===== src/rtl/fetch_stage.sv =====
// fetch_stage: IF stage with a one-entry skid buffer and IF/ID pipeline register.
//   clk           rising-edge clock
//   reset         asynchronous active-low reset
//   stall         hazard stall from ID; holds PC and IF/ID
//   pc_src        taken branch from EX; load branch_target (beats stall)
//   branch_target branch destination
//   jump          jump decoded for the instruction sitting in instr_D
//   imem_req      fetch request (FETCH state, out of reset)
//   imem_addr     fetch address (the current PC)
//   imem_ready    instruction memory data valid this cycle
//   imem_rdata    fetched instruction word
//   instr_D       IF/ID instruction
//   pc_plus4_D    IF/ID PC+4
//   op_D          instr_D[31:26]
//   valid_D       IF/ID holds a real instruction (0 = bubble)
module fetch_stage #(
    parameter logic [31:0] RESET_PC = 32'h0000_0000
) (
    input  logic        clk,
    input  logic        reset,
    input  logic        stall,
    input  logic        pc_src,
    input  logic [31:0] branch_target,
    input  logic        jump,
    output logic        imem_req,
    output logic [31:0] imem_addr,
    input  logic        imem_ready,
    input  logic [31:0] imem_rdata,
    output logic [31:0] instr_D,
    output logic [31:0] pc_plus4_D,
    output logic [5:0]  op_D,
    output logic        valid_D
);
    typedef enum logic {FETCH, HOLD} stateT;

    stateT       state;
    logic [31:0] pc;
    logic [31:0] skid;
    logic [31:0] pcPlus4;
    logic [31:0] jumpTarget;

    assign pcPlus4    = pc + 32'd4;
    assign jumpTarget = {pc_plus4_D[31:28], instr_D[25:0], 2'b00};
    assign imem_addr  = pc;
    assign op_D       = instr_D[31:26];
    // Gating with reset keeps the request low during reset without waiting for a clock.
    assign imem_req   = reset && (state == FETCH);

    always_ff @(posedge clk or negedge reset) begin
        if (!reset) begin
            state      <= FETCH;
            pc         <= RESET_PC;
            skid       <= 32'h0;
            instr_D    <= 32'h0;
            pc_plus4_D <= 32'h0;
            valid_D    <= 1'b0;
        end else if (pc_src || (jump && !stall)) begin
            // Redirect: any in-flight or skidded word belongs to the wrong path.
            state   <= FETCH;
            pc      <= pc_src ? branch_target : jumpTarget;
            skid    <= 32'h0;
            instr_D <= 32'h0;
            valid_D <= 1'b0;
        end else if (state == HOLD) begin
            if (!stall) begin
                state      <= FETCH;
                pc         <= pcPlus4;
                instr_D    <= skid;
                pc_plus4_D <= pcPlus4;
                valid_D    <= 1'b1;
            end
        end else if (imem_ready && stall) begin
            // Park the word; HOLD drops the request so this address is not re-fetched.
            state <= HOLD;
            skid  <= imem_rdata;
        end else if (imem_ready) begin
            pc         <= pcPlus4;
            instr_D    <= imem_rdata;
            pc_plus4_D <= pcPlus4;
            valid_D    <= 1'b1;
        end else if (!stall) begin
            instr_D <= 32'h0;
            valid_D <= 1'b0;
        end
    end
endmodule


===== config.mk =====
export PLATFORM = sky130hd
export DESIGN_NAME = fetch_stage
export DESIGN_NICKNAME = d
export VERILOG_FILES = /design/src/rtl/fetch_stage.sv
export SDC_FILE = /design/constraint.sdc
export NUM_CORES = 1
export LEC_CHECK = 0
export CAP_MARGIN = 10
export CORE_AREA = 2 2 121 111
export CTS_CLUSTER_SIZE = 16
export DETAILED_ROUTE_END_ITERATION = 8
export DIE_AREA = 0 0 123 113
export GPL_ROUTABILITY_DRIVEN = 1
export GPL_TIMING_DRIVEN = 0
export PLACE_DENSITY = 0.85
export SETUP_SLACK_MARGIN = 0.05
export SLEW_MARGIN = 20
export SYNTH_ARGS = -nofsm -noshare
export SYNTH_HDL_FRONTEND = slang
export SYNTH_SLANG_ARGS = --single-unit

===== constraint.sdc =====
create_clock -name clk -period 3.4 [get_ports clk]
set_input_delay 0.68 -clock clk [delete_from_list [all_inputs] [get_ports clk]]
set_output_delay 0.68 -clock clk [all_outputs]
set_load 0.02 [all_outputs]

==> parameters.txt <==
Parameter                              Value

Final layout
  Number of nets in the layout ... 1002
  Proportion of layout cells with a drive suffix above 1 ... 7.73%
  Layout overhead on the synthesized area ... 40.7%
  Number of antenna repair diodes ... 0
  Cell Count, Final, Fillers Out ... 1108
  Fillers ... 922
  Final core area utilization ... 73.6%

Setup path
  Cell type of the slowest stage on the worst timing path ... clkdlybuf4s50_1
  Cell-by-cell listing of the critical path ... clkbuf_1, buf_1, nor2b_1, clkdlybuf4s50_1
  Reg-to-reg slack, setup ... 0.93 ns
  Arrival time of the worst setup path ... 2.30 ns
  Worst EP required ... 2.72 ns
  Crit Path Class ... reg -> out
  R2r endpoint ... pc_plus4_D[16]
  Sort of element at the start of the critical path ... register
  Launching point of the worst reg2reg path ... imem_addr[2]
  Cell family with most CP delay ... buffers and inverters
  Crit path max fanout ... 10
  Worst path bufs/invs ... 3
  Category of the worst setup path capture point ... output pin
  Stage delay of the slowest cell on the critical path ... 0.55 ns
  Reg2Reg Depth ... 6

Synthesis
  Mapped Nets ... 810
  Yosys warns ... 0
  Number of unique standard cell types used by synthesis ... 61
  Fraction of post-synthesis cell area in the top cell type by area ... 49.4%
  Primary FF master, synth ... dfrtp_1
  Flop and latch count out of synthesis ... 130
  Number of flops mapped to enable cells by yosys ... 0
  Share of the yosys chip area belonging to registers ... 49.4%
  Most used standard cells in the synthesized netlist ... 155 x nand2_1, 130 x dfrtp_1, 72 x o21ai_0
  Main area contributors after synthesis ... dfrtp_1 49%, nand2_1 8.8%, o21ai_0 5.5%
  Fraction of registers with async set or reset after synthesis ... 100%
  Cell area after synthesis ... 6580 sq um
  Most used standard cell by instance count after synthesis ... nand2_1
  Cell taking the most area after synthesis ... dfrtp_1
  Average cell area after synthesis ... 8.91 sq um
  Cells after Synth ... 739

Timing
  Fin Setup TNS ... 0 ns
  Largest clock skew in the final design ... 0.0133 ns
  Achievable clock frequency ... 335 MHz
  Setup-failing EPs final ... 0
  Final-report hold violation count ... 0
  Unrepaired setup endpoints after global routing ... false
  Worst-case headroom to the max-slew limit ... 34.6%
  Transition time of the tightest slew-check pin ... 0.973 ns
  Share of the clock period used by the worst path ... 87.7%
  Post-layout minimum cycle time ... 2.98 ns
  Fin worst setup slack ... 0.419 ns
  Hold slack final ... 0.161 ns
  Pins Over Slew Limit ... 0

Routing
  Final WL ... 21000 microns
  Antenna-violating nets left ... 0
  Routed via count divided by cell count ... 5.91
  Number of vias in the routed layout ... 6545
  Length of the first detailed-routing pass in iterations ... 5
  Detailed-route DRC error count ... 0
  Routed length per instance ... 19.0 microns
  Starting DRT DRC Count ... 589

Die
  Starting density of the core ... 52.3%
  Core area ... 12600 sq um
  Floorplan die height ... 113 microns
  Row Count ... 39
  Die area ... 13900 sq um
  Die Span X ... 123 microns
  Number of top-level design ports ... 174

Placed design
  Post-placement setup slack ... 0.296 ns
  Sum of net half-perimeters after detailed placement ... 14800 microns
  Placed Cells ... 1076
  Port buffer count ... 172
  Final GP Congestion ... 0.961

CTS
  Number of buffers inserted during clock tree synthesis ... 17
  TritonCTS clock tree ... done
  Worst skew pair latency ... 0.43 ns
  CTS H-tree lvls ... 4
  Clock-pin slew on the worst setup and hold paths ... 0.06 ns
  Post-cts repair resize count ... 0
  Number of buffers inserted by hold repair at cts ... 0
  Total setup buffers inserted after CTS ... 0
  Master cell of the clock root buffer ... clkbuf_16
  Bufs on Longest Clock Path ... 2
  # clock sinks ... 130

GRT
  First-pass GRT wire length ... 33200 microns
  Overall overflow remaining after global route ... 0
  Number of antenna violations at the first check in global routing ... 0
  Via count of the first global-routing pass ... 6177
  Aggregate global-route resource usage ... 31.3%
  Maximum number of pins on one net before global-route repair ... 83

Hold path
  Worst min path class ... in -> async

Power and ir drop
  Power per standard cell area ... 541 nW/um^2
  Lkg Pwr ... 3.95 nW
  Maximum ir drop on the vdd rail ... 0.315 mV

Run status
  Result of the run ... completed

Run
  Max Cap Violations ... 0
[worst reg2reg max path: stages (launching register included)]
cell	delay [ns]
dfrtp_1	0.46
ha_1	0.30
nand3_1	0.17
nor4_1	0.83
nand4_1	0.29
xor2_1	0.20
o21ai_0	0.14
[registers in the layout, indices dropped and copies added, names as in the netlist]
| signal | count |
|---|---|
| skid | 32 |
| pc_plus4_D | 32 |
| instr_D | 32 |
| valid_D | 1 |
| state | 1 |
| imem_addr | 32 |
[report_power, final]
group / internal [W] / total, W / switching, W / leakage, nW
combinational: 0.000448 / 0.000973 / 0.000524 / 1.89
clock: 0.00151 / 0.00221 / 0.000696 / 0.339
sequential: 0.00169 / 0.00184 / 0.000144 / 1.72
total: 0.00365 / 0.00502 / 0.00137 / 3.95
[through the flow]
stage	area [sq um]	total power (W)
after global routing	9260	0.00519
after global placement	8510	0.00279
after detailed placement	8550	0.00282
after floorplan	6580	0.00230
after CTS	9260	0.00501
final	9260	0.00502
[placed cells by master, fill, tap and decap left out, types with 3 or more instances in the layout]
master	n
buf_2	11
a22oi_1	5
xnor2_1	15
clkbuf_1	35
xor2_1	11
a221o_1	4
and3_1	6
nand4_1	8
a21oi_1	53
a221oi_1	10
dfrtp_1	130
buf_4	10
nor3_2	4
inv_1	4
nor2_1	66
a21o_1	3
nand2_1	155
nand3_1	10
and4_1	6
buf_1	8
a31oi_1	6
clkbuf_16	17
clkinvlp_4	3
and2_1	6
clkdlybuf4s50_1	171
o21ai_0	72
a22o_1	33
clkbuf_8	3
bufinv_16	7
o21ai_1	12
nor2b_1	9
o2bb2ai_1	4
[cells by family after synthesis]
group	Yosys count	synth area share, %
AOI/OAI and AO/OA	218	20.9
and+or+nand+nor	294	21.1
DFF	130	49.4
adders and majority gates	1	0.190
xor gates and xnor gates	26	3.46
muxes	2	0.304
buffers and inverters	68	4.66
[layout make-up]
class                           count  area (sq um)  area share [%]
Clock buffer                       20           467            5.04
Sequential cell                   130          3250            35.1
Buffer                             64           292            3.15
Inverter                            4          15.0           0.162
Timing Repair Buffer              173          1750            18.9
Tap cell                          164           205            2.22
Clock inverter                     12           250            2.70
Multi-Input combinational cell    541          3030            32.7
[layer usage]
layer / wire length (microns) / track usage (%)
met3: 2170 / 8.62
met2: 9780 / 48.0
met5: 0 / 0
met4: 599 / 11.4
met1: 8460 / 42.8
[how the worst max path moves through the flow]
stage	from	endpoint	cells after the start
after CTS	state	imem_req	4
after detailed placement	jump	imem_addr[13]	6
final	state	imem_req	4
after global placement	reset	imem_req	3
after floorplan	imem_addr[2]	imem_addr[28]	6
after global routing	state	imem_req	4
(Power assumes the default switching activity.)
